$ cat config.mk
export PLATFORM = sky130hd
export DESIGN_NAME = multicycle_core
export DESIGN_NICKNAME = d
export VERILOG_FILES = /design/src/rtl/core_pkg.sv /design/src/rtl/core_regfile.sv /design/src/rtl/multicycle_core.sv
export SDC_FILE = /design/constraint.sdc
export NUM_CORES = 1
export LEC_CHECK = 0
export BUFFER_PORTS_ARGS = -buffer_cell sky130_fd_sc_hd__buf_2
export CAP_MARGIN = 20
export CORE_ASPECT_RATIO = 0.6
export CORE_MARGIN = 10
export CORE_UTILIZATION = 40
export DETAILED_ROUTE_END_ITERATION = 12
export RECOVER_POWER = 50
export SKIP_LAST_GASP = 1
export SYNTH_ARGS = -nofsm -noshare
export SYNTH_HDL_FRONTEND = slang
export SYNTH_SLANG_ARGS = --single-unit
$ cat constraint.sdc
create_clock -name clk -period 4 [get_ports clk]
set_clock_uncertainty 0.2 [all_clocks]
set_input_delay 0 -clock clk [delete_from_list [all_inputs] [get_ports clk]]
set_output_delay 0 -clock clk [all_outputs]
set_load 0.1 [all_outputs]
$ cat src/rtl/core_pkg.sv
// Shared types and instruction-field helpers for the multicycle accumulator/register core.
// Instruction layout, MSB first: [opcode 4][rd RA_W][rs RA_W][imm ADDR_W].
package core_pkg;

    typedef enum logic [3:0] {
        OP_HALT  = 4'd0,
        OP_LOADI = 4'd1,
        OP_ADD   = 4'd2,
        OP_SUB   = 4'd3,
        OP_LOAD  = 4'd4,
        OP_STORE = 4'd5,
        OP_JUMP  = 4'd6,
        OP_JEQZ  = 4'd7,
        OP_JNEZ  = 4'd8,
        OP_ADDI  = 4'd9,
        OP_NOP   = 4'd10
    } opcode_e;

    typedef enum logic [2:0] {
        S_FETCH,
        S_DECODE,
        S_EXEC,
        S_MEM,
        S_WB,
        S_HALT
    } state_e;

    function automatic int unsigned instr_w(input int unsigned ra_w, input int unsigned addr_w);
        return 4 + 2 * ra_w + addr_w;
    endfunction

    function automatic int unsigned op_lsb(input int unsigned ra_w, input int unsigned addr_w);
        return 2 * ra_w + addr_w;
    endfunction

    function automatic int unsigned rd_lsb(input int unsigned ra_w, input int unsigned addr_w);
        return ra_w + addr_w;
    endfunction

    function automatic int unsigned rs_lsb(input int unsigned ra_w, input int unsigned addr_w);
        return addr_w + 0 * ra_w;
    endfunction

endpackage

$ cat src/rtl/core_regfile.sv
// Register file: two asynchronous read ports, one synchronous write port.
// R0 always reads as zero and ignores writes.
module core_regfile
    import core_pkg::*;
#(
    parameter int unsigned DATA_W = 8,
    parameter int unsigned NREGS  = 4
) (
    input  logic                       clk,
    input  logic                       reset,
    input  logic                       we,
    input  logic [$clog2(NREGS)-1:0]   waddr,
    input  logic [DATA_W-1:0]          wdata,
    input  logic [$clog2(NREGS)-1:0]   raddr_a,
    input  logic [$clog2(NREGS)-1:0]   raddr_b,
    output logic [DATA_W-1:0]          rdata_a,
    output logic [DATA_W-1:0]          rdata_b
);

    logic [DATA_W-1:0] regs [NREGS];

    always_ff @(posedge clk) begin
        if (!reset) begin
            for (int unsigned i = 0; i < NREGS; i++) begin
                regs[i] <= '0;
            end
        end else if (we && (waddr != '0)) begin
            regs[waddr] <= wdata;
        end
    end

    assign rdata_a = (raddr_a == '0) ? '0 : regs[raddr_a];
    assign rdata_b = (raddr_b == '0) ? '0 : regs[raddr_b];

endmodule

$ cat src/rtl/multicycle_core.sv
// Multicycle register core: FETCH -> DECODE -> EXEC -> {MEM -> WB | WB | FETCH | HALT},
// with instruction and data memories behind req/ack handshakes.
module multicycle_core
    import core_pkg::*;
#(
    parameter int unsigned DATA_W = 8,
    parameter int unsigned ADDR_W = 8,
    parameter int unsigned NREGS  = 4
) (
    input  logic                                 clk,
    input  logic                                 reset,
    output logic                                 imem_req,
    output logic [ADDR_W-1:0]                    imem_addr,
    input  logic                                 imem_ack,
    input  logic [4+2*$clog2(NREGS)+ADDR_W-1:0]  imem_rdata,
    output logic                                 dmem_req,
    output logic                                 dmem_we,
    output logic [ADDR_W-1:0]                    dmem_addr,
    output logic [DATA_W-1:0]                    dmem_wdata,
    input  logic                                 dmem_ack,
    input  logic [DATA_W-1:0]                    dmem_rdata,
    output logic [ADDR_W-1:0]                    pc,
    output logic                                 halted,
    output logic                                 illegal
);

    localparam int unsigned RA_W    = $clog2(NREGS);
    localparam int unsigned INSTR_W = instr_w(RA_W, ADDR_W);
    localparam int unsigned OP_LSB  = op_lsb(RA_W, ADDR_W);
    localparam int unsigned RD_LSB  = rd_lsb(RA_W, ADDR_W);
    localparam int unsigned RS_LSB  = rs_lsb(RA_W, ADDR_W);

    state_e              state;
    logic [INSTR_W-1:0]  ir;
    logic [DATA_W-1:0]   a_q;
    logic [DATA_W-1:0]   b_q;
    logic [DATA_W-1:0]   wb_q;

    logic [3:0]          op;
    logic [RA_W-1:0]     rd;
    logic [RA_W-1:0]     rs;
    logic [ADDR_W-1:0]   imm;
    logic [DATA_W-1:0]   imm_ext;
    logic [DATA_W-1:0]   rf_rd;
    logic [DATA_W-1:0]   rf_rs;
    logic [DATA_W-1:0]   alu_b;
    logic [DATA_W-1:0]   alu_sum;
    logic                alu_sub;

    assign op  = ir[OP_LSB +: 4];
    assign rd  = ir[RD_LSB +: RA_W];
    assign rs  = ir[RS_LSB +: RA_W];
    assign imm = ir[ADDR_W-1:0];

    // Sign-extends when DATA_W > ADDR_W, keeps the low DATA_W bits otherwise.
    assign imm_ext = DATA_W'($signed(imm));

    assign imem_addr = pc;

    core_regfile #(
        .DATA_W (DATA_W),
        .NREGS  (NREGS)
    ) u_regfile (
        .clk     (clk),
        .reset   (reset),
        .we      (state == S_WB),
        .waddr   (rd),
        .wdata   (wb_q),
        .raddr_a (rd),
        .raddr_b (rs),
        .rdata_a (rf_rd),
        .rdata_b (rf_rs)
    );

    // Single adder: subtraction as A + ~B + 1.
    always_comb begin
        alu_sub = (op == OP_SUB);
        alu_b   = (op == OP_ADDI) ? imm_ext : b_q;
        if (alu_sub) begin
            alu_b = ~alu_b;
        end
        alu_sum = a_q + alu_b + DATA_W'(alu_sub);
    end

    always_ff @(posedge clk) begin
        if (!reset) begin
            state      <= S_FETCH;
            pc         <= '0;
            ir         <= '0;
            a_q        <= '0;
            b_q        <= '0;
            wb_q       <= '0;
            imem_req   <= 1'b0;
            dmem_req   <= 1'b0;
            dmem_we    <= 1'b0;
            dmem_addr  <= '0;
            dmem_wdata <= '0;
            halted     <= 1'b0;
            illegal    <= 1'b0;
        end else begin
            illegal <= 1'b0;
            case (state)
                S_FETCH: begin
                    // First cycle after reset arrives with req low; raise it here.
                    if (!imem_req) begin
                        imem_req <= 1'b1;
                    end else if (imem_ack) begin
                        ir       <= imem_rdata;
                        pc       <= pc + ADDR_W'(1);
                        imem_req <= 1'b0;
                        state    <= S_DECODE;
                    end
                end

                S_DECODE: begin
                    a_q   <= rf_rd;
                    b_q   <= rf_rs;
                    state <= S_EXEC;
                end

                S_EXEC: begin
                    state    <= S_FETCH;
                    imem_req <= 1'b1;
                    case (op)
                        OP_HALT: begin
                            state    <= S_HALT;
                            imem_req <= 1'b0;
                            halted   <= 1'b1;
                        end
                        OP_LOADI: begin
                            wb_q     <= imm_ext;
                            state    <= S_WB;
                            imem_req <= 1'b0;
                        end
                        OP_ADD, OP_SUB, OP_ADDI: begin
                            wb_q     <= alu_sum;
                            state    <= S_WB;
                            imem_req <= 1'b0;
                        end
                        OP_LOAD, OP_STORE: begin
                            dmem_req   <= 1'b1;
                            dmem_we    <= (op == OP_STORE);
                            dmem_addr  <= ADDR_W'(b_q);
                            dmem_wdata <= a_q;
                            state      <= S_MEM;
                            imem_req   <= 1'b0;
                        end
                        OP_JUMP: begin
                            pc <= imm;
                        end
                        OP_JEQZ: begin
                            if (a_q == '0) begin
                                pc <= imm;
                            end
                        end
                        OP_JNEZ: begin
                            if (a_q != '0) begin
                                pc <= imm;
                            end
                        end
                        OP_NOP: begin
                        end
                        default: begin
                            illegal <= 1'b1;
                        end
                    endcase
                end

                S_MEM: begin
                    if (dmem_ack) begin
                        dmem_req <= 1'b0;
                        if (dmem_we) begin
                            state    <= S_FETCH;
                            imem_req <= 1'b1;
                        end else begin
                            wb_q  <= dmem_rdata;
                            state <= S_WB;
                        end
                    end
                end

                S_WB: begin
                    state    <= S_FETCH;
                    imem_req <= 1'b1;
                end

                S_HALT: begin
                    state <= S_HALT;
                end

                default: begin
                    state <= S_FETCH;
                end
            endcase
        end
    end

endmodule
; Word level (Yosys, flattened, before mapping)
; Memory sizes are Yosys's and may differ from the RTL's. A register that Yosys moved wholly into a read port is not among the register bits.
; Index checks and enable logic that the tools add are counted.
[totals]
ff_bits = 72
ramBits = 32
in_bits = 28
output_inout_bits = 37
elab_cells = 110
mem_count = 1
[memory_table]
columns = memory, depth, word_bits, rd, rd_clocked_by_memory_dff, wr, line_no
row1 = u_regfile.regs, 4, 8, 2, 2, 4, core_regfile.sv:20  ; logic [DATA_W-1:0] regs [NREGS];
[op_classes]
add_sub_neg = 3
eq_ne = 25
muxes = 41
bitwise = 1
reduce_logical = 26
[op_table]
columns = cell, n
row1 = $mux 8, 11
row2 = $pmux 8 s2, 3
row3 = $pmux 8 s3, 1
row4 = $eq 4x3->1 const B, 4
row5 = $pmux 3 s5, 1
row6 = $mux 1, 13
row7 = $eq 4x4->1 const B, 3
row8 = $mux 3, 4
row9 = $reduce_and 3->1, 4
row10 = $reduce_or 11->1, 1
row11 = $mux 2, 5
row12 = $ne 2x2->1 const B, 5
row13 = $pmux 3 s3, 1
row14 = $add 8x1->8, 1
row15 = $add 8x1->8 const B, 1
row16 = $add 8x8->8, 1
row17 = $eq 4x2->1 const B, 2
row18 = $logic_not 8->1, 1
row19 = $not 8->8, 1
row20 = $reduce_bool 8->1, 1
row21 = $reduce_or 8->1, 1
row22 = $reduce_or 7->1, 1
row23 = $eq 3x2->1 const B, 2
row24 = $eq 3x3->1 const B, 2
row25 = other kinds (20), 26

; Longest topological paths before layout
[logic_depth]
ltp_word = 8
depth_mapped = 11
mapped_depth_nobuf = 9

; By module
; A second synthesis with hierarchy kept.
[hier_totals]
cells_unflattened = 619
hier_area_um2 = 5271.3
[by_module_without_submodules]
columns = mod, instances, cells_each, area_each_um2, seq_area_each_um2
row1 = multicycle_core, 1, 510, 3978.8, 1441.4
row2 = core_regfile, 1, 109, 1292.5, 720.7

; Worst setup path before layout
; Ideal clock, no wire load.
[synth_timing]
path_kind = register to register
startpoint = register ir[12]
endpoint = register wb_q[5]
setup_ns = 0.136
t_arrival_ns = 2.257
required_time_ns = 3.664
setup_slack_ns = 1.407
path_stages_with_launch = 12
path_buffers = 2
period_less_slack_ns = 2.593
path_cell_list = dfxtp_1 buf_2 nand4bb_1 buf_2 mux2i_1 xnor2_1 ha_1 nand4_1 mux2_2 a32oi_1 a2111oi_0 a211oi_1
[synth_via]
elab_chain_len = 8
word_cells_on_any_way = 14
cone_classes = 2 x add/sub / 5 x eq/ne / 4 x mux / 1 x bitwise / 2 x reduce/logical
[synth_lines]
columns = element, line_no
row1 = "start, declared", multicycle_core.sv:34  ; logic [INSTR_W-1:0] ir;
row2 = "start signal, assigned", multicycle_core.sv:108  ; ir <= imem_rdata;
row3 = $eq 4x4->1, "multicycle_core.sv:78, multicycle_core.sv:124"
row4 = $mux 8, multicycle_core.sv:78  ; alu_b = (op == OP_ADDI) ? imm_ext : b_q;
row5 = $not 8->8, multicycle_core.sv:80  ; alu_b = ~alu_b;
row6 = $mux 8, multicycle_core.sv:79  ; if (alu_sub) begin
row7 = $add 8x8->8, multicycle_core.sv:82  ; alu_sum = a_q + alu_b + DATA_W'(alu_sub);
row8 = $add 8x1->8, multicycle_core.sv:82
row9 = $pmux 8 s2, multicycle_core.sv:124  ; case (op)
row10 = $pmux 8 s2, multicycle_core.sv:102  ; case (state)
row11 = "end signal, assigned", multicycle_core.sv:131  ; wb_q <= imm_ext;
row12 = "end signal, assigned", multicycle_core.sv:136  ; wb_q <= alu_sum;
row13 = "end signal, assigned", multicycle_core.sv:176  ; wb_q <= dmem_rdata;
row14 = "end, declared", multicycle_core.sv:37  ; logic [DATA_W-1:0] wb_q;
; Parallel ways exist; a longest one is shown, timed or not.
; A chain may end at the register's enable or synchronous reset.

; Worst setup path in the final report
[layout_timing]
startpoint = register ir[15]
endpoint = register wb_q[3]
; Same word-level chain as after synthesis.

==> results.md <==
* Outcome: complete, but fails checks
* Failing checks: max-capacitance violations, max-slew violations
* Clk slew on worst S/H paths at 0.08 ns
* DIE HEIGHT at 110.2 microns
* Crit start category: register
* Num CTS Buffers at 9
* Port Buffers at 64
* Clock tree sinks at 108
* Fin crit period at 3.716 ns
* GR Util All Layers at 17.19%
* ANT cells at 0
* Final setup violation count at 0
* Top post-synthesis cells by area: dfxtp_1, edfxtp_1, mux4_2, nor2_1, nand2_1
* Critical path required time at 4.04 ns
* Vias per inst at 5.655
* Hold WS at 0.04322 ns
* CP Cell Sequence: nand4bb_2 > mux2i_1 > xnor2_1 > ha_1 > nand4_1 > mux2_2 > a21o_1 > a211oi_1 > o41ai_1 > dlygate4sd3_1
* Static leakage at 2.259 nW
* Global-route wire length before repair at 25,190 microns
* Crit share post-route at 92.89%
* Slowest CP cell: dlygate4sd3_1
* Vias at 4,603
* Flops & latches, synth at 108
* Vias in the first global route at 4,533
* Nets at 677
* RSZ-0062 raised after global routing: false
* Max FO, Critical Path at 13
* Fin. max-slew vios at 75
* Post-synth EDFFs at 32
* Fillers at 1,274
* Setup_tns at 0 ns
* Power per cell area at 376.2 nW/um^2
* CP Capture Type: register
* Postcts setup bufs at 0
* Async SR Flop Fraction at 0%
* Worst EP arrival at 3.75 ns
* Cell taking the most area after synthesis: dfxtp_1
* Antenna-violating nets left at 0
* Initial antenna violation count at 0
* Io pins at 65
* Worst Setup Path Type: register to register
* Overall routed net length at 16,240 microns
* Synth warnings at 0
* Final instance area at 6329 sq um
* Post-synthesis sequential area ratio at 45.75%
* Dpl hpwl at 12,210 microns
* Worst-margin pin slew at 1.683 ns
* Post-synth top area share at 28.04%
* Area grow syn2layout at 16.62%
* DRC Markers at 0
* First-pass iteration count of the detailed router at 5
* Mapped Area at 5426 sq um
* Final GP Congestion at 0.9160
* DIE AREA at 18,780 sq um
* CTS tree: built
* Total power at 2.381 mW
* # rows at 32
* Maximum Capacitance Violations at 1
* Core ar. at 13,050 sq um
* Proportion of layout cells with a drive suffix above 1 at 12.11%
* Worst vdd rail ir drop at 0.1726 mV
* Avg Inst Size Synth at 9.638 sq um
* Depth of the CTS H-tree at 3
* Yosys cell types at 66
* Root Driver: clkbuf_16
* Worst Hold Class: input port to register
* Initial Utilization at 41.57%
* Total gr overflow at 0
* Die Wd at 170.4 microns
* Clock latency on the worst-skew pair at 0.36 ns
* FMAX at 269.1 MHz
* Crit path largest cell delay at 0.62 ns
* Largest net degree at the start of global routing at 75
* Wire per inst at 19.95 microns
* Placed cell area at 5831 sq um
* Relative slew slack at -12.19%
* Final hold vios at 0
* Cell count after synthesis at 563
* Clock buffer depth at 2
* Ys flop type: dfxtp_1
* Initial DRC count at 462
==> layout by cell type (no fill, tap or decap), types with 6 or more instances in the layout <==
master         instances
clkbuf_1              41
dlygate4sd3_1         28
inv_1                 17
nand2_1               71
buf_2                 26
mux4_2                16
a22oi_1               16
mux2i_1               25
o31ai_1                9
nand3_1               14
o21ai_0               18
clkbuf_16              9
nand2b_1               9
nor3_1                 6
conb_1                 8
a21oi_1               41
xnor2_1               10
buf_4                  6
edfxtp_1              32
ha_1                   9
a31oi_1                6
dfxtp_1               76
nor2_1                74
==> critical path, delay by kind of cell, from the launching register on <==
family	cells	cell delay [ns]
mux	2	0.65
fa+ha+maj	1	0.36
buf+inv	1	0.62
simple gates	2	0.55
xor+xnor	1	0.12
flops	1	0.61
compound gates	3	0.49
==> per-stage QoR <==
step,util [%],std cells,setup slack [ns]
after floorplan,-,570,1.407
after global placement,44.67,770,0.8006
after detailed placement,44.67,770,0.6378
after CTS,48.92,814,0.1184
after global routing,48.49,814,0.03955
final,48.49,814,0.2844
==> per-layer routing <==
metal	routed length (microns)	vias to the layer above	GRT usage, %	share of wire, %
met4	172	0	3.551	1.1
met2	6442	174	24.00	40
met5	0	-	0	0
met1	8380	2242	26.12	52
met3	1246	18	3.905	7.7
li1	-	2169	-	-
==> sequential cells by signal (all words and copies together) (netlist names), 3 cells and up, named ones only <==
register        flops
a_q                 8
b_q                 8
dmem_addr           8
dmem_wdata          8
imem_addr           8
ir                 16
state               3
u_regfile.regs     32
wb_q                8
==> where the power goes <==
part / switching, mW / total (mW) / internal [mW]
Combinational: 0.191 / 0.307 / 0.115
Clock: 0.429 / 0.856 / 0.427
Sequential: 0.0546 / 1.22 / 1.16
==> path summary, 6_finish.rpt <==
kind	start	end	slack, ns	depth (start not counted)
hold reg to reg	dmem_wdata[2]	dmem_wdata[2]	0.26	2
hold / removal	imem_ack	state[0]	0.04	6
setup reg to reg	ir[15]	wb_q[3]	0.28	10
setup / recovery	ir[15]	wb_q[3]	0.28	10
==> final cells by class <==
cell class | count | area, sq um | share of cell area (%)
clock buffers | 9 | 225.2 | 3.559
multi-input cells | 400 | 2678 | 42.31
inverters | 18 | 67.56 | 1.068
clock inverters | 7 | 48.80 | 0.7711
well taps | 170 | 212.7 | 3.361
repair buffers | 102 | 614.3 | 9.707
flip-flops and latches | 108 | 2482 | 39.22
==> logic make-up after synthesis <==
group,after synthesis,share of synthesized area [%]
multiplexers,42,11.46
AND/OR/NAND/NOR,202,16.92
flip-flops,108,45.75
buffers and inverters,62,5.603
XOR/XNOR,11,1.775
other,1,0.06911
AO/OA/AOI/OAI,127,15.98
adder cells (fa/ha/maj),10,2.444
==> cells in the mapped netlist, drive strengths merged (2+ instances only) <==
cell type  instances
nand2b             9
o21ai             18
or2                2
o2111ai            2
a21oi             42
ha                 9
a22oi             16
a31oi              6
nand3b             4
o211ai             3
dfxtp             76
mux4              16
o41ai              2
mux2i             25
nand2             71
nor3b              2
buf               28
a311o              2
o22ai              2
clkbuf            16
or3b               2
nor4bb             2
a211o              2
and3               3
nor2              75
or4                2
edfxtp            32
inv               18
nor3               6
xnor2             10
a311oi             3
a32o               2
nand3             14
a211oi             5
a21o               2
nand4              5
o31ai              9
==> timing repair <==
item	4_1_cts	5_1_grt
resized for setup	0	1
hold buffers	28	0
endpoints found under the setup margin	0	2
endpoints found under the hold margin	34	0
No activity file was read; power rests on OpenSTA's default activity.
